File: src/rtl/prefetch_confidence_pkg.sv
// Shared prefetcher definitions.
//   - FSM state encoding for the confidence tracker (FLUSH, WARMUP, OFF, ON)
//   - window-length derivation from its log2
//   - parameter-legality check used at elaboration
package prefetch_confidence_pkg;

    localparam logic [1:0] ST_FLUSH  = 2'd0;
    localparam logic [1:0] ST_WARMUP = 2'd1;
    localparam logic [1:0] ST_OFF    = 2'd2;
    localparam logic [1:0] ST_ON     = 2'd3;

    function automatic int vec_size(input int log_vec_size);
        return 1 << log_vec_size;
    endfunction

    // Thresholds must leave a non-empty hysteresis band inside the window.
    function automatic bit params_legal(input int log_vec_size, input int hi_th, input int lo_th);
        return (log_vec_size >= 1) && (lo_th >= 0) && (lo_th < hi_th) &&
               (hi_th <= vec_size(log_vec_size));
    endfunction

endpackage

File: src/rtl/prefetch_confidence_ones_cnt.sv
// onesCnt: combinational population count of a 2**LOG_VEC_SIZE-bit vector.
//   A    in   [0:VEC_SIZE-1]   vector to count
//   ones out  [LOG_VEC_SIZE-1:0] number of set bits, modulo VEC_SIZE
//                              (an all-ones vector wraps to 0)
module onesCnt
    import prefetch_confidence_pkg::*;
#(
    parameter int LOG_VEC_SIZE = 3
) (
    input  logic [0:vec_size(LOG_VEC_SIZE)-1] A,
    output logic [LOG_VEC_SIZE-1:0]           ones
);

    // NOTE: every variable assigned in always_comb gets a default first,
    // so no path through the block can infer a latch.
    always_comb begin
        ones = '0;
        for (int i = 0; i < vec_size(LOG_VEC_SIZE); i++) begin
            ones = ones + LOG_VEC_SIZE'(A[i]);
        end
    end

endmodule

File: src/rtl/prefetch_confidence.sv
// prefetch_confidence: sliding window of the last VEC_SIZE prefetch outcomes
// with a hysteretic prefetch-enable decision.
//   clk          in   rising-edge clock
//   rst          in   asynchronous active-high reset
//   evt_valid    in   outcome event offered
//   evt_ready    out  event accepted this cycle (low in FLUSH and while flush)
//   evt_hit      in   1 = prefetched line used, 0 = miss / evicted unused
//   flush        in   clear history; wins over a simultaneous event
//   hist_vec     out  registered window, index 0 = newest
//   hit_cnt      out  registered hit count 0..VEC_SIZE (one cycle behind hist_vec)
//   warm         out  window holds VEC_SIZE valid outcomes
//   prefetch_en  out  issue permitted
module prefetch_confidence
    import prefetch_confidence_pkg::*;
#(
    parameter int LOG_VEC_SIZE = 3,
    parameter int HI_TH        = 6,
    parameter int LO_TH        = 3
) (
    input  logic                             clk,
    input  logic                             rst,
    input  logic                             evt_valid,
    output logic                             evt_ready,
    input  logic                             evt_hit,
    input  logic                             flush,
    output logic [0:vec_size(LOG_VEC_SIZE)-1] hist_vec,
    output logic [LOG_VEC_SIZE:0]            hit_cnt,
    output logic                             warm,
    output logic                             prefetch_en
);

    localparam int VEC_SIZE = vec_size(LOG_VEC_SIZE);
    localparam int CW       = LOG_VEC_SIZE + 1;

    localparam logic [LOG_VEC_SIZE:0] VEC_V = CW'(VEC_SIZE);
    localparam logic [LOG_VEC_SIZE:0] HI_V  = CW'(HI_TH);
    localparam logic [LOG_VEC_SIZE:0] LO_V  = CW'(LO_TH);

    if (!params_legal(LOG_VEC_SIZE, HI_TH, LO_TH)) begin : g_bad_params
        $error("prefetch_confidence: need LOG_VEC_SIZE>=1 and 0 <= LO_TH < HI_TH <= VEC_SIZE");
    end

    logic [1:0]              state;
    logic [1:0]              state_nx;
    logic [LOG_VEC_SIZE:0]   fill;
    logic [LOG_VEC_SIZE-1:0] ones;
    logic [LOG_VEC_SIZE:0]   hits;
    logic                    accept;
    logic                    clear;

    onesCnt #(.LOG_VEC_SIZE(LOG_VEC_SIZE)) u_ones_cnt (
        .A    (hist_vec),
        .ones (ones)
    );

    // onesCnt wraps to 0 on a full window; a full window is VEC_SIZE hits.
    assign hits = (&hist_vec) ? VEC_V : {1'b0, ones};

    assign evt_ready   = (state != ST_FLUSH) && !flush;
    assign accept      = evt_valid && evt_ready;
    assign clear       = flush || (state == ST_FLUSH);
    assign prefetch_en = (state == ST_ON);

    // Decisions use the window registered at the previous edge, which gives
    // hit_cnt, state and prefetch_en their constant one-cycle lag.
    always_comb begin
        state_nx = state;
        case (state)
            ST_FLUSH:  state_nx = ST_WARMUP;
            ST_WARMUP: if (fill == VEC_V) state_nx = (hits >= HI_V) ? ST_ON : ST_OFF;
            ST_OFF:    if (hits >= HI_V) state_nx = ST_ON;
            ST_ON:     if (hits <= LO_V) state_nx = ST_OFF;
            default:   state_nx = ST_FLUSH;
        endcase
        if (flush) state_nx = ST_FLUSH;
    end

    // NOTE: sequential state uses non-blocking assignments so every register
    // samples pre-edge values, independent of statement order.
    always_ff @(posedge clk or posedge rst) begin
        if (rst) begin
            state    <= ST_FLUSH;
            hist_vec <= '0;
            fill     <= '0;
            hit_cnt  <= '0;
            warm     <= 1'b0;
        end else begin
            state <= state_nx;
            if (clear) begin
                hist_vec <= '0;
                fill     <= '0;
                hit_cnt  <= '0;
                warm     <= 1'b0;
            end else begin
                hit_cnt <= hits;
                warm    <= (fill == VEC_V);
                if (accept) begin
                    hist_vec <= {evt_hit, hist_vec[0:VEC_SIZE-2]};
                    if (fill != VEC_V) fill <= fill + 1'b1;
                end
            end
        end
    end

endmodule
File: config.mk
export PLATFORM = sky130hd
export DESIGN_NAME = prefetch_confidence
export DESIGN_NICKNAME = d
export VERILOG_FILES = /design/src/rtl/prefetch_confidence_pkg.sv /design/src/rtl/prefetch_confidence_ones_cnt.sv /design/src/rtl/prefetch_confidence.sv
export SDC_FILE = /design/constraint.sdc
export NUM_CORES = 1
export LEC_CHECK = 0
export CORE_ASPECT_RATIO = 1.2
export CORE_MARGIN = 4
export CORE_UTILIZATION = 24
export DETAILED_ROUTE_END_ITERATION = 10
export SLEW_MARGIN = 40
export SYNTH_ARGS = -nofsm -noshare
export SYNTH_HDL_FRONTEND = slang
export SYNTH_HIERARCHICAL = 1
export SYNTH_SLANG_ARGS = --single-unit
File: constraint.sdc
create_clock -name clk -period 3.2 [get_ports clk]
set_clock_uncertainty 0.15 [all_clocks]
set_input_delay 0.48 -clock clk [delete_from_list [all_inputs] [get_ports clk]]
set_output_delay 0.48 -clock clk [all_outputs]
set_load 0.005 [all_outputs]
======== Yosys cells after proc, flatten, opt, wreduce, memory -nomap -nowiden ========
Cells that the tools add are included.
storage, ports and cells
  bits in registers ....................... 19
  input port bits ......................... 5
  output and inout bits ................... 15
  word-level logic and storage cells ...... 48
cells by class
  add/sub/neg operators ................... 8
  $lt $le $gt $ge ......................... 2
  equal/unequal tests ..................... 8
  multiplexer cells ....................... 14
  reductions and logical operators ........ 11
operator list
  kind                                                                count
  two-way mux 4 bit                                                   5
  adder 3 x 1 -> 3 bit                                                6
  two-way mux 8 bit                                                   2
  two-way mux 2 bit                                                   4
  case mux 2 bit (4 select lines)                                     1
  AND reduction 8 bit                                                 1
  != test 3 bit (second input constant)                               2
  nonzero test 2 bit                                                  3
  adder 4 x 1 -> 4 bit (second input constant)                        1
  == test 2 bit (second input constant)                               2
  == test 4 bit (second input constant)                               1
  greater-or-equal comparator 4 x 3 -> 1 bit (second input constant)  1
  less-or-equal comparator 4 x 2 -> 1 bit (second input constant)     1
  != test 4 bit (second input constant)                               1
  != test 3 x 2 -> 1 bit (second input constant)                      1
  AND reduction 3 bit                                                 1
  adder 1 x 1 -> 2 bit                                                1
  == test 2 x 1 -> 1 bit (second input constant)                      1
  logical AND 1 bit                                                   2
  logical NOT 2 bit                                                   1
  two-way mux 1 bit                                                   2
  AND reduction 2 bit                                                 1
  logical NOT 1 bit                                                   1
  logical OR 1 bit                                                    1

======== Longest topological paths before layout ========
Gate-level depths: netlist of the first run.
  depth in word-level cells ............... 13
  mapped depth ............................ 11
  depth with buffers taken out ............ 11

======== Hierarchy ========
The synthesis of the first run kept the hierarchy.
modules (own cells, without submodules)
  module               times used  cells each  area each (µm²)
  prefetch_confidence  1           75          819.5
  onesCnt              1           20          162.7

======== Least setup slack after synthesis of the first run ========
Ideal clock, no wire load.
  path type ............................... register -> register
  start point ............................. register hist_vec[7] (netlist bit)
  end point ............................... register state[0]
  setup time .............................. 130 ps
  data arrival time ....................... 2767 ps
  data required time ...................... 2920 ps
  path slack .............................. 153 ps
  cell stages (with the launch flop) ...... 12
  cell sequence ........................... dfrtp_1 -> inv_1 -> fa_1 -> fa_1 -> fa_1 -> inv_1 -> ha_1 -> inv_1 -> fa_1 -> inv_1 -> o21ai_0 -> a31oi_1
between the ends
  cells in the longest elaborated chain, start to end .. 7
  elaborated cells between the ends (all ways) .. 12
RTL lines
  what                                        RTL line                                              RTL
  start: declaration                          prefetch_confidence.sv:26                             output logic [0:vec_size(LOG_VEC_SIZE)-1] hist_vec,
  start signal: assignment                    prefetch_confidence.sv:98                             hist_vec <= {evt_hit, hist_vec[0:VEC_SIZE-2]};
  adder 3 x 1 -> 3 bit (*)                    prefetch_confidence_ones_cnt.sv:19                    ones = ones + LOG_VEC_SIZE'(A[i]);
  via ones[1]                                 prefetch_confidence.sv:46                             logic [LOG_VEC_SIZE-1:0] ones;
  two-way mux 4 bit (*)                       prefetch_confidence.sv:57                             assign hits = (&hist_vec) ? VEC_V : {1'b0, ones};
  greater-or-equal comparator 4 x 3 -> 1 bit  prefetch_confidence.sv:70, prefetch_confidence.sv:71
  two-way mux 1 bit                           prefetch_confidence.sv:70                             ST_WARMUP: if (fill == VEC_V) state_nx = (hits >= HI_V) ? ST_ON : ST_OFF;
  two-way mux 2 bit                           prefetch_confidence.sv:70
  case mux 2 bit (4 select lines)             prefetch_confidence.sv:68                             case (state)
  two-way mux 2 bit                           prefetch_confidence.sv:75                             if (flush) state_nx = ST_FLUSH;
  end signal: assignment                      prefetch_confidence.sv:88                             state <= state_nx;
  end: declaration                            prefetch_confidence.sv:43                             logic [1:0] state;
The timed path passes the listed nets; every way through them passes the cells marked *. The select of a mux whose other input is x is not followed.
A chain may end at the register's enable or synchronous reset.

======== Worst setup path in the final report of the first run ========
  start point ............................. register hist_vec[6] (netlist bit)
  end point ............................... register state[0]
between the ends
  cells in the longest elaborated chain, start to end .. 8
  elaborated cells between the ends (all ways) .. 13
RTL lines
  what                                        RTL line
  adder 3 x 1 -> 3 bit (*) (2 in a row)       prefetch_confidence_ones_cnt.sv:19
  via ones[2]                                 prefetch_confidence.sv:46
  two-way mux 4 bit (*)                       prefetch_confidence.sv:57
  greater-or-equal comparator 4 x 3 -> 1 bit  prefetch_confidence.sv:70, prefetch_confidence.sv:71
  two-way mux 1 bit                           prefetch_confidence.sv:70
  two-way mux 2 bit                           prefetch_confidence.sv:70
  case mux 2 bit (4 select lines)             prefetch_confidence.sv:68
  two-way mux 2 bit                           prefetch_confidence.sv:75
Marked as above.

==> impl_metrics.env, run 1 <==
export IMPL_status="completed"
export IMPL_synth_lib_cells_used_distinct=25
export IMPL_vdd_ir_drop_worst_v=0.000174
export IMPL_ys_ff_latch=19
export IMPL_first_pass_iters=4
export IMPL_worstSetupEndpoint="state[0]"
export IMPL_mapped_avg_cell_area_um2=10.3
export IMPL_synth_edf_count=0
export IMPL_antenna_left=0
export IMPL_fin_nets=133
export IMPL_critical_path_most_common_cell="fa_1"
export IMPL_max_cap_viol_count=0
export IMPL_finalWorstPathRequiredPeriod_ns=3.08
export IMPL_clock_root_buffer="clkbuf_8"
export IMPL_critical_path_depth=11
export IMPL_detailroute_via_count=723
export IMPL_synthToLayoutAreaGrowth_pct=32.4
export IMPL_drive_above_1_share_pct=10.1
export IMPL_grt_first_pass_wirelength_um=3560
export IMPL_layout_common_cells="dfrtp_1 (19), clkdlybuf4s50_1 (19), inv_1 (15)"
export IMPL_routed_via_density=4.18
export IMPL_cts_tree="yes"
export IMPL_ys_seq_area_share_pct=48.4
export IMPL_timing_max_transition_violations_final=0
export IMPL_io_buffers=19
export IMPL_antenna_violations_before_repair=0
export IMPL_clkSlewWorstSetupHoldPaths_ns=0.07
export IMPL_crit_reg2reg_capture="state[0]"
export IMPL_sum_of_negative_setup_slack_ns=0
export IMPL_synth_area_um2=982
export IMPL_place_gp_congestion=0.738
export IMPL_cts_buffer_depth=2
export IMPL_hold_viol_final=0
export IMPL_postSynthNetCount=108
export IMPL_critical_path_top_delay_family="adder cells"
export IMPL_grt_start_max_net_pins=20
export IMPL_cpPeakStageDelay_ns=0.51
export IMPL_numClockSinks=19
export IMPL_setup_viol_count_final=0
export IMPL_cell_area_after_layout_um2=1300
export IMPL_die_w_um=66.4
export IMPL_crit_path_top_delay_cell="fa_1"
export IMPL_maxClockFrequency_ghz=0.325
export IMPL_routed_wire_length_per_instance_um=11.7
export IMPL_overflow=0
export IMPL_crit_path_start_kind="flip-flop"
export IMPL_initial_core_util_pct=24.9
export IMPL_timing_rr_start="hist_vec[6]"
export IMPL_criticalPathCategory="reg2reg"
export IMPL_grt_setup_unrepaired="true"
export IMPL_clkLatencyLatePin_ns=0.25
export IMPL_crit_path_end_kind="flip-flop"
export IMPL_number_of_global_route_vias_before_repair=776
export IMPL_worst_slew_pin_slew_ns=0.693
export IMPL_total_placed_instance_area_um2=1240
export IMPL_total_power_divided_by_cell_area_nw_per_um2=338
export IMPL_required_ns=3.22
export IMPL_timing_final_crit_share_pct=96.2
export IMPL_worst_path_buf_inv=3
export IMPL_floorplan_die_height_um=78.1
export IMPL_cts_buffers=3
export IMPL_synth_main_ff_cell="dfrtp_1"
export IMPL_register_to_register_setup_slack_ns=0.12
export IMPL_leakage_nw=0.596
export IMPL_die_area_um2=5180
export IMPL_antenna_diode_count=0
export IMPL_synthArstFlopShare_pct=100
export IMPL_count_of_warnings_emitted_by_yosys=6
export IMPL_register_to_register_path_depth=11
export IMPL_worstPathArrival_ns=3.10
export IMPL_rows=25
export IMPL_dr_first_iter_drc_count=11
export IMPL_worst_setup_path_startpoint="hist_vec[6]"
export IMPL_critical_path_max_fanout=4
export IMPL_worstPathCellList="inv_2, fa_1, fa_1, fa_1, inv_1, ha_1, inv_1, fa_1, xnor2_1, o21ai_1, a31oi_1"
export IMPL_hpwlAfterDp_um=1490
export IMPL_overall_fraction_of_global_route_tracks_in_use_pct=8.68
export IMPL_max_slew_margin_rel_pct=53.5
export IMPL_floorplan_core_area_um2=3940
export IMPL_synthCells=95
export IMPL_drt_total_wl_um=2030
export IMPL_post_route_drc_count=0
export IMPL_number_of_top_level_pins=20
export IMPL_h_tree_depth=1
export IMPL_min_path_type="in2async"
[worst register-to-register path: cells and delay by family (launching register included)]
kind,cells,cell delay [ns]
AO/OA/AOI/OAI,2,0.22
buffers and inverters,3,0.16
adder cells (fa/ha/maj),5,1.89
flip-flops,1,0.41
XOR/XNOR,1,0.18
[final cells by class]
cell class              count  area, µm²
repair buffers             23        220
clock buffers               4       45.0
fillers                   434       2640
flip-flops and latches     19        475
multi-input cells          55        424
well taps                  54       67.6
inverters                  18       67.6
[sequential cells by signal, summed over array words and instances, names as in the netlist]
signal / count
hist_vec: 8
fill: 4
hit_cnt: 4
state: 2
warm: 1
[through the flow]
stage / setup slack, ns / util [%] / total power, W / hold WS [ns] / std cells
after floorplan: 0.153 / - / 0.000266 / 0.281 / 95
after global placement: 0.114 / 31.5 / 0.000278 / 0.387 / 167
after detailed placement: 0.0326 / 31.5 / 0.000279 / 0.413 / 167
after CTS: 0.0196 / 32.6 / 0.000446 / 0.429 / 171
after global routing: -0.0817 / 33.0 / 0.000462 / 0.450 / 173
final: 0.121 / 33.0 / 0.000439 / 0.417 / 173
[worst min-delay path by stage]
stage / depth (start not counted) / endpoint / slack (ns)
4_1_cts: 2 / state[0] / 0.43
6_report: 2 / hit_cnt[3] / 0.42
2_1_floorplan: 1 / fill[0] / 0.28
5_1_grt: 2 / hit_cnt[3] / 0.45
3_3_place_gp: 2 / fill[3] / 0.39
3_5_place_dp: 2 / fill[3] / 0.41
[power by group]
part	total [W]	leakage [nW]	internal (W)	switching, W
Combinational	0.0000299	0.311	0.0000128	0.0000171
Sequential	0.000244	0.262	0.000242	0.00000188
Clock	0.000165	0.0228	0.0000884	0.0000767
Total	0.000439	0.596	0.000343	0.0000956
[synth_stat cells (2+ instances only)]
library cell / n / area share (%)
nand3_1: 2 / 1.0
inv_1: 18 / 6.9
nand4_1: 3 / 1.9
nand2_1: 2 / 0.76
nor2_1: 12 / 4.6
o21ai_0: 3 / 1.5
buf_2: 3 / 1.5
a21oi_1: 2 / 1.0
fa_1: 4 / 8.2
mux2i_1: 8 / 8.2
dfrtp_1: 19 / 48
and3_1: 3 / 1.9
ha_1: 4 / 5.1
[logic make-up after synthesis]
kind of cell	Yosys count	synth area share [%]
and+or+nand+nor	29	15.0
buffers and inverters	21	8.41
DFF	19	48.4
AOI/OAI and AO/OA	8	4.97
muxes	8	8.15
adders and majority gates	8	13.2
xor gates and xnor gates	2	1.78
[layer usage]
metal | global-route usage, % | wire [µm] | part of all wire (%)
met4 | 1.83 | 0 | 0
met3 | 2.29 | 88 | 4.3
met2 | 13.9 | 1000 | 49
met5 | 0 | 0 | 0
met1 | 11.7 | 938 | 46
[what timing repair did]
action,4_1_cts,5_1_grt
buffers inserted,0,2
setup endpoints to repair,0,3
gates resized for setup,0,3
hold buffers,0,0
endpoints found under the hold margin,0,0
No activity file was read; power rests on OpenSTA's default activity.
==> run 2, diff against run 1 <==
SYNTH_HIERARCHICAL = not set   (was 1)
clock period = 2.8 ns   (was 3.2 ns; I/O delays follow)
==> impl_metrics.env, run 2 <==
export IMPL_place_gp_congestion=0.778
export IMPL_finalWorstPathRequiredPeriod_ns=3.13
export IMPL_setup_viol_count_final=3
export IMPL_post_route_drc_count=0
export IMPL_synthToLayoutAreaGrowth_pct=41.3
export IMPL_clock_root_buffer="clkbuf_8"
export IMPL_route_layer_met1_wl_um=915
export IMPL_worstPathArrival_ns=3.12
export IMPL_cts_buffer_depth=2
export IMPL_number_of_top_level_pins=20
export IMPL_synth_most_common_cell="dfrtp_1"
export IMPL_detailroute_via_count=745
export IMPL_max_cap_viol_count=0
export IMPL_grt_start_max_net_pins=20
export IMPL_synthArstFlopShare_pct=100
export IMPL_synth_edf_count=0
export IMPL_antenna_diode_count=0
export IMPL_floorplan_die_height_um=77.8
export IMPL_clkLatencyLatePin_ns=0.25
export IMPL_synth_area_um2=973
export IMPL_critical_path_max_fanout=2
export IMPL_synthCells=91
export IMPL_timing_max_transition_violations_final=0
export IMPL_overflow=0
export IMPL_ys_ff_latch=19
export IMPL_status="complete, but fails checks"
export IMPL_grt_first_pass_wirelength_um=3510
export IMPL_mapped_avg_cell_area_um2=10.7
export IMPL_detailroute_wirelength_met3_um=132
export IMPL_timing_rr_start="hist_vec[1]"
export IMPL_cts_tree="yes"
export IMPL_overall_fraction_of_global_route_tracks_in_use_pct=8.69
export IMPL_crit_path_start_kind="flip-flop"
export IMPL_hpwlAfterDp_um=1500
export IMPL_largest_register_ffs=8
export IMPL_hold_buffers=0
export IMPL_post_route_worst_setup_slack_ns=-0.327
export IMPL_initial_core_util_pct=24.7
export IMPL_maxClockFrequency_ghz=0.320
export IMPL_count_of_warnings_emitted_by_yosys=0
export IMPL_whs_ns=0.344
export IMPL_die_area_um2=5140
export IMPL_post_synth_top_area_fraction_pct=48.8
export IMPL_routed_wire_length_per_instance_um=11.5
export IMPL_failed_checks="negative setup slack"
export IMPL_h_tree_depth=1
export IMPL_number_of_global_route_vias_before_repair=812
export IMPL_wl_met2_um=975
export IMPL_sum_of_negative_setup_slack_ns=-0.720
export IMPL_ys_seq_area_share_pct=48.8
export IMPL_highest_layer="met4"
export IMPL_postSynthNetCount=104
export IMPL_layout_common_cells="dfrtp_1 (19), clkdlybuf4s50_1 (19), inv_1 (16)"
export IMPL_largest_registers_in_the_final_layout="hist_vec: 8 flops, fill: 4 flops, hit_cnt: 4 flops"
export IMPL_antenna_violations_before_repair=0
export IMPL_crit_reg2reg_capture="state[0]"
export IMPL_vdd_ir_drop_worst_v=0.000159
export IMPL_fin_nets=138
export IMPL_routed_via_density=4.19
export IMPL_hold_viol_final=0
export IMPL_filler_cell_count=417
export IMPL_first_pass_iters=4
export IMPL_synth_main_ff_cell="dfrtp_1"
export IMPL_leakage_nw=0.600
export IMPL_clkSlewWorstSetupHoldPaths_ns=0.07
export IMPL_io_buffers=19
export IMPL_post_synth_main_area_contributors="dfrtp_1 (49%), fa_1 (8.2%), mux2i_1 (8.2%)"
export IMPL_cts_buffers=3
export IMPL_yosys_top_cells_count="dfrtp_1 (19), inv_1 (17), nor2_1 (12)"
export IMPL_criticalPathCategory="reg2reg"
export IMPL_drt_total_wl_um=2050
export IMPL_dr_first_iter_drc_count=16
export IMPL_worst_setup_path_startpoint="hist_vec[1]"
export IMPL_fin_total_pwr_w=0.000510
export IMPL_numClockSinks=19
export IMPL_worst_slew_pin_slew_ns=0.671
export IMPL_total_power_divided_by_cell_area_nw_per_um2=371
export IMPL_grt_setup_unrepaired="true"
export IMPL_crit_path_end_kind="flip-flop"
export IMPL_floorplan_core_area_um2=3940
export IMPL_die_w_um=66.1
export IMPL_drive_above_1_share_pct=17.7
export IMPL_register_to_register_setup_slack_ns=-0.33
export IMPL_yosysTopAreaCell="dfrtp_1"
export IMPL_required_ns=2.79
export IMPL_synth_lib_cells_used_distinct=20
export IMPL_max_slew_margin_rel_pct=55.0
export IMPL_rows=25
export IMPL_regMostFlops="hist_vec"
export IMPL_min_path_type="in2async"
export IMPL_antenna_left=0
export IMPL_register_to_register_path_depth=8
export IMPL_timing_final_crit_share_pct=112
==> run 2: cell count changes after synthesis, moves of 2 or more <==
| cell | change |
|---|---|
| a21oi_1 | +2 |
| buf_6 | +2 |
| buf_2 | -3 |
| and3_1 | -3 |
| nor3_1 | +4 |
==> run 2: metrics by stage <==
step | instances | setup slack, ns | util [%] | cell area (µm²)
final | 178 | -0.327 | 34.9 | 1380
after global routing | 178 | -0.420 | 34.9 | 1380
after CTS | 177 | -0.325 | 34.7 | 1370
after detailed placement | 168 | -0.326 | 31.9 | 1260
after global placement | 168 | -0.265 | 31.9 | 1260
after floorplan | 91 | -0.282 | - | 978
==> run 2: cell families after synthesis <==
logic type	synth area share [%]
simple gates	12.6
buf+inv	8.87
flops	48.8
compound gates	6.30
mux	8.23
fa+ha+maj	13.4
xor+xnor	1.80
==> run 2: final cells by class <==
class	instances	area [µm²]	area share (%)
Sequential cell	19	475	34.6
Timing Repair Buffer	31	288	20.9
Multi-Input combinational cell	53	435	31.7
Tap cell	54	67.6	4.91
Inverter	17	63.8	4.64
Clock buffer	4	45.0	3.28
==> run 2: power by group <==
| group | leakage, nW | switching [W] | total (W) | internal (W) |
|---|---|---|---|---|
| sequential | 0.262 | 0.00000211 | 0.000279 | 0.000277 |
| clock | 0.0228 | 0.0000913 | 0.000192 | 0.000101 |
| combinational | 0.315 | 0.0000214 | 0.0000386 | 0.0000172 |
==> run 2: how the worst max path moves through the flow <==
stage / cells after the start / slack, ns / to
6_report: 8 / -0.33 / state[0]
5_1_grt: 8 / -0.42 / state[0]
4_1_cts: 8 / -0.32 / state[0]
3_5_place_dp: 8 / -0.33 / state[0]
3_3_place_gp: 8 / -0.27 / state[0]
2_1_floorplan: 8 / -0.28 / state[0]
==> run 2: per-layer routing <==
layer  global-route usage, %  vias to the layer above
met5                       0                        -
met4                    3.05                        0
met3                    3.04                        4
met2                    13.5                       19
met1                    11.0                      365
li1                        -                      357
==> run 2: what timing repair did <==
| item | in CTS | in global routing |
|---|---|---|
| pin swaps | 0 | 0 |
| endpoints found under the hold margin | 0 | 0 |
| buffers inserted | 5 | 1 |
| setup endpoints to repair | 3 | 3 |
| gates resized for setup | 5 | 0 |
==> run 2: worst max-delay path, stage by stage (launching register included) <==
cell	delay, ns
dfrtp_1	0.39
ha_1	0.28
inv_1	0.05
fa_1	0.49
fa_1	0.43
fa_2	0.35
fa_2	0.54
a21oi_1	0.06
o31a_1	0.27
==> run 3, diff against run 2 <==
CORE_ASPECT_RATIO = 0.9   (was 1.2)
CORE_UTILIZATION = 44   (was 24)
MAX_ROUTING_LAYER = met4   (was not set)
PLACE_DENSITY = 0.73   (was not set)
==> impl_metrics.env, run 3 (same netlist as run 2, synthesis figures left out) <==
export IMPL_status="complete, but fails checks"
export IMPL_failed_checks="negative setup slack"
export IMPL_max_slew_margin_rel_pct=56.2
export IMPL_maxClockFrequency_ghz=0.318
export IMPL_detailroute_via_count=720
export IMPL_multiInputGateArea_um2=424
export IMPL_vdd_ir_drop_worst_v=0.000178
export IMPL_crit_path_start_kind="flip-flop"
export IMPL_routed_wire_length_per_instance_um=13.0
export IMPL_rows=15
export IMPL_cts_tree="yes"
export IMPL_grt_first_pass_wirelength_um=3450
export IMPL_routed_via_density=5.03
export IMPL_whs_ns=0.293
export IMPL_regMostFlops="hist_vec"
export IMPL_clock_root_buffer="clkbuf_4"
export IMPL_drive_above_1_share_pct=12.7
export IMPL_antenna_violations_before_repair=0
export IMPL_overflow=0
export IMPL_cts_buffer_depth=2
export IMPL_number_of_top_level_pins=20
export IMPL_dr_first_iter_drc_count=12
export IMPL_post_route_drc_count=0
export IMPL_finalWorstPathRequiredPeriod_ns=3.15
export IMPL_worstPathArrival_ns=3.18
export IMPL_criticalPathCategory="reg2reg"
export IMPL_post_route_worst_setup_slack_ns=-0.347
export IMPL_register_to_register_setup_slack_ns=-0.35
export IMPL_crit_path_top_delay_cell="fa_2"
export IMPL_power_switching_fraction_pct=22.5
export IMPL_total_power_divided_by_cell_area_nw_per_um2=358
export IMPL_grt_setup_unrepaired="true"
export IMPL_critical_path_top_delay_family="adder cells"
export IMPL_floorplan_core_area_um2=2010
export IMPL_initial_core_util_pct=48.5
export IMPL_p_int_w=0.000348
export IMPL_overall_fraction_of_global_route_tracks_in_use_pct=15.3
export IMPL_filler_cell_count=167
export IMPL_largest_register_ffs=8
export IMPL_h_tree_depth=1
export IMPL_timing_max_transition_violations_final=0
export IMPL_io_buffers=19
export IMPL_fin_nets=132
export IMPL_synthToLayoutAreaGrowth_pct=29.0
export IMPL_cell_area_after_layout_um2=1260
export IMPL_grt_start_max_net_pins=20
export IMPL_numClockSinks=19
export IMPL_crit_path_end_kind="flip-flop"
export IMPL_clock_power_share_pct=29.8
export IMPL_layout_common_cells="dfrtp_1 (19), clkdlybuf4s50_1 (19), inv_1 (16)"
export IMPL_cpPeakStageDelay_ns=0.54
export IMPL_worst_slew_pin_slew_ns=0.652
export IMPL_worstPathCellList="ha_1, inv_1, fa_1, fa_1, fa_2, fa_2, a21oi_1, o31a_1"
export IMPL_critical_path_max_fanout=2
export IMPL_max_cap_viol_count=0
export IMPL_sum_of_negative_setup_slack_ns=-0.508
export IMPL_cts_buffers=3
export IMPL_hpwlAfterDp_um=1420
export IMPL_clkSlewWorstSetupHoldPaths_ns=0.10
export IMPL_leakage_nw=0.560
export IMPL_power_sequential_fraction_pct=62.1
export IMPL_floorplan_die_height_um=52.6
export IMPL_area_sequential_um2=475
export IMPL_timing_rr_start="hist_vec[1]"
export IMPL_total_placed_instance_area_um2=1220
export IMPL_largest_registers_in_the_final_layout="hist_vec: 8 flops, fill: 4 flops, hit_cnt: 4 flops"
export IMPL_die_area_um2=3030
export IMPL_required_ns=2.83
export IMPL_worst_path_buf_inv=1
export IMPL_place_ws_ns=-0.337
export IMPL_fin_util_pct=62.6
export IMPL_hold_viol_final=0
export IMPL_worst_setup_path_startpoint="hist_vec[1]"
export IMPL_setup_viol_count_final=3
export IMPL_number_of_global_route_vias_before_repair=779
export IMPL_place_gp_congestion=0.834
export IMPL_total_switching_power_w=0.000101
export IMPL_clkLatencyLatePin_ns=0.28
export IMPL_comb_power_share_pct=8.1
export IMPL_first_pass_iters=4
export IMPL_min_path_type="in2async"
export IMPL_die_w_um=57.6
export IMPL_antenna_left=0
export IMPL_timing_final_crit_share_pct=112
export IMPL_antenna_diode_count=0
export IMPL_drt_total_wl_um=1860
run 3: changes by cell type in the layout (fill, tap and decap cells not counted), sizes merged:
cell,before,now
buf,12,6
run 3: worst paths after layout:
path,end,depth (start not counted)
max,state[0],8
min,hit_cnt[2],2
max reg2reg,state[0],8
min reg2reg,fill[3],2
max in group asynchronous,fill[0],2
min in group clk,fill[3],2
run 3: power groups by stage:
stage | Sequential, W | Clock (W) | Combinational (W)
2_1_floorplan | 0.000284 | 0 | 0.0000225
3_3_place_gp | 0.000284 | 0 | 0.0000359
3_5_place_dp | 0.000284 | 0 | 0.0000367
4_1_cts | 0.000279 | 0.000138 | 0.0000370
5_1_grt | 0.000279 | 0.000147 | 0.0000412
6_report | 0.000279 | 0.000134 | 0.0000364
run 3: area by class of cell:
type | instances | share of cell area [%]
Sequential cell | 19 | 37.8
Multi-Input combinational cell | 53 | 33.8
Timing Repair Buffer | 25 | 18.7
Inverter | 17 | 5.08
Tap cell | 25 | 2.49
Clock buffer | 4 | 2.09
run 3: what timing repair did:
action / CTS / global route
endpoints found under the setup margin: 3 / 3
resized for setup: 1 / 0
gates cloned: 0 / 0
buffers inserted: 0 / 0
hold buffers: 0 / 0
run 3: metal layers:
layer | up-vias | wire length [µm] | part of all wire (%) | GRT usage, %
li1 | 345 | - | - | -
met1 | 353 | 933 | 50 | 20.5
met2 | 20 | 834 | 45 | 24.2
met3 | 2 | 82 | 4.4 | 3.69
met4 | 0 | 6 | 0.32 | 2.32
met5 | - | 0 | 0 | -
run 3: through the flow:
stage	total power (W)	cells
after floorplan	0.000307	91
after global placement	0.000320	139
after detailed placement	0.000321	139
after CTS	0.000453	143
after global routing	0.000468	143
final	0.000449	143
==> variant (config.mk and constraints of run 1) <==
Put one more register stage on the output `hit_cnt`, without a reset. The value now appears one clock later. The other outputs are not delayed to match. Comments in the files are not updated.
--- a/src/rtl/prefetch_confidence.sv
+++ b/src/rtl/prefetch_confidence.sv
@@ -35,6 +35,8 @@
     localparam logic [LOG_VEC_SIZE:0] VEC_V = CW'(VEC_SIZE);
     localparam logic [LOG_VEC_SIZE:0] HI_V  = CW'(HI_TH);
     localparam logic [LOG_VEC_SIZE:0] LO_V  = CW'(LO_TH);
+
+    logic [LOG_VEC_SIZE:0] hit_cnt_s0;
 
     if (!params_legal(LOG_VEC_SIZE, HI_TH, LO_TH)) begin : g_bad_params
         $error("prefetch_confidence: need LOG_VEC_SIZE>=1 and 0 <= LO_TH < HI_TH <= VEC_SIZE");
@@ -82,17 +84,17 @@
             state    <= ST_FLUSH;
             hist_vec <= '0;
             fill     <= '0;
-            hit_cnt  <= '0;
+            hit_cnt_s0 <= '0;
             warm     <= 1'b0;
         end else begin
             state <= state_nx;
             if (clear) begin
                 hist_vec <= '0;
                 fill     <= '0;
-                hit_cnt  <= '0;
+                hit_cnt_s0 <= '0;
                 warm     <= 1'b0;
             end else begin
-                hit_cnt <= hits;
+                hit_cnt_s0 <= hits;
                 warm    <= (fill == VEC_V);
                 if (accept) begin
                     hist_vec <= {evt_hit, hist_vec[0:VEC_SIZE-2]};
@@ -102,4 +104,8 @@
         end
     end
 
+    always_ff @(posedge clk) begin
+        hit_cnt <= hit_cnt_s0;
+    end
+
 endmodule
Check against the original RTL: not equivalent (Yosys sat finds a counterexample within 4 cycles, from zero or initial values and one cycle with rst high).
==> variant against run 1 <==
- setup slack lost 13 ps
- sequential cell count grew 4
- power grew 13%
- wire length grew 2.5%
- cell area grew 6.9%
- fmax shrank 0.43%
- largest cell class unchanged
- worst hold slack lost 220 ps
- synthesized cell count grew 4.2%
- area after synthesis grew 8.2%
- cell count grew 3.5%
==> variant: results (changes against run 1) <==
Routing
  – DRT iter0 DRCs: 33 (+22)
  – Vias: 748 (+3.5%)
  – Wire per inst: 11.63 um (-0.97%)
  – TritonRoute pass-1 iters: 4 (unchanged)

Layout
  – Fillers: 415 (-4.4%)
  – Share of cells above drive strength 1: 8.943% (-1.1 points)
  – Final nets: 137 (+3.0%)

Global route
  – GRT Util Overall: 8.647% (-0.029 points)
  – Vias in the first global route: 811 (+4.5%)
  – First-pass GRT wire length: 3.574 mm (+0.39%)
  – Initial antenna violation count: 0 (unchanged)

Place
  – HPWL after detailed placement: 1.624 mm (+9.3%)
  – Placed instance area: 1338 um^2 (+7.9%)
  – GP Congestion: 0.7656 (+3.8%)

Yosys
  – Ranking of synthesized cells by area: dfrtp_1 45%, dfxtp_1 7.5%, fa_1 7.5%
  – Post-synthesis sequential area ratio: 52.30% (+3.9 points)
  – Syn_nets: 112 (+3.7%)
  – Top cell type's share of synthesized area: 44.76% (-3.6 points)
  – Post-synth ARST share: 82.61% (-17 points)
  – Post-synth cell types: 26 (+4.0%)

Timing
  – Relative slew margins: 52.97% (-0.54 points)

Critical path
  – Worst Path Max Fanout: 2 (-2)
  – Worst EP arrival: 3120 ps (+20 ps)

Clock tree
  – Clk slew on worst S/H paths: 80 ps
  – Clk Latency, worst-skew pair: 260 ps
  – Clock Tree Buf Depth: 2 (unchanged)
  – Post-CTS sizing: 0 (unchanged)
  – H-tree depth: 1 (unchanged)

Power and ir drop
  – Worst IR Drop VDD: 0.0001851 V (+6.3%)
  – Sw power: 102.6 uW (+7.3%)
  – Leak Pwr: 0.6405 nW (+7.5%)

Run status
  – Outcome: complete, no violations

Hold path
  – Worst Hold Class: flip-flop to flip-flop
[variant: cell count changes in the layout (fill, tap and decap cells not counted)]
cell	run 1	this run
dfxtp_1	0	4
inv_1	15	18
inv_2	2	0
clkinv_1	1	0
xnor2_1	1	0
xnor2_2	0	1
[variant: final cells by class]
cell class	instances	area (um^2)	share of cell area [%]
clock buffers	4	45.04	3.240
inverters	18	67.56	4.860
multi-input cells	55	431.7	31.05
flip-flops and latches	23	555.5	39.96
well taps	56	70.07	5.041
repair buffers	23	220.2	15.84
[variant: kinds of logic after synthesis]
| family | after synthesis | synth area share (%) |
|---|---|---|
| xor+xnor | 2 | 1.649 |
| simple gates | 29 | 13.90 |
| mux | 8 | 7.539 |
| flops | 23 | 52.30 |
| buf+inv | 21 | 7.773 |
| fa+ha+maj | 8 | 12.25 |
| compound gates | 8 | 4.594 |
[variant: path summary, 6_finish.rpt]
path                            slack (ps)  depth (start not counted)                       to                    start
worst min register to register         200                          0       hit_cnt[0]$_DFF_P_  hit_cnt_s0[0]$_DFF_PP0_
worst min-delay path                   200                          0       hit_cnt[0]$_DFF_P_  hit_cnt_s0[0]$_DFF_PP0_
worst max register to register         110                         11     state[0]$_DFFE_PP0P_  hist_vec[7]$_DFFE_PP0P_
worst max-delay path                   110                         11     state[0]$_DFFE_PP0P_  hist_vec[7]$_DFFE_PP0P_
max in group asynchronous             1970                          2  hist_vec[3]$_DFFE_PP0P_                      rst
min in group asynchronous              480                          2  hit_cnt_s0[3]$_DFF_PP0_                      rst
[variant: per-stage QoR]
step | power [mW] | worst slack (ps) | std cells
finish | 0.4958 | 107.9 | 179
global route | 0.5186 | -26.03 | 179
CTS | 0.5026 | 65.60 | 179
detailed placement | 0.3296 | 63.91 | 175
global placement | 0.3289 | 191.6 | 175
floorplan | 0.3166 | 153.3 | 99
[variant: routing by layer]
metal | up-vias | global-route usage (%) | share of wire, %
met5 | - | 0 | 0
met4 | 0 | 3.314 | 1.2
met3 | 2 | 3.458 | 6.7
met2 | 17 | 14.61 | 52
met1 | 369 | 9.569 | 40
li1 | 360 | - | -
[variant: worst max-delay path: stages (launching register included)]
cell and delay, ps:
dfrtp_1 350, inv_1 60, fa_1 560, fa_1 430
fa_1 440, inv_1 70, ha_1 130, inv_1 40
fa_1 400, xnor2_2 150, o21ai_1 80, a31oi_1 150
[variant: power by group through the flow]
stage	clock, mW	sequential, mW	combinational [mW]
6_report	0.173	0.294	0.0289
5_1_grt	0.191	0.295	0.0328
4_1_cts	0.179	0.294	0.0297
3_5_place_dp	0	0.300	0.0295
3_3_place_gp	0	0.300	0.0290
2_1_floorplan	0	0.299	0.0172
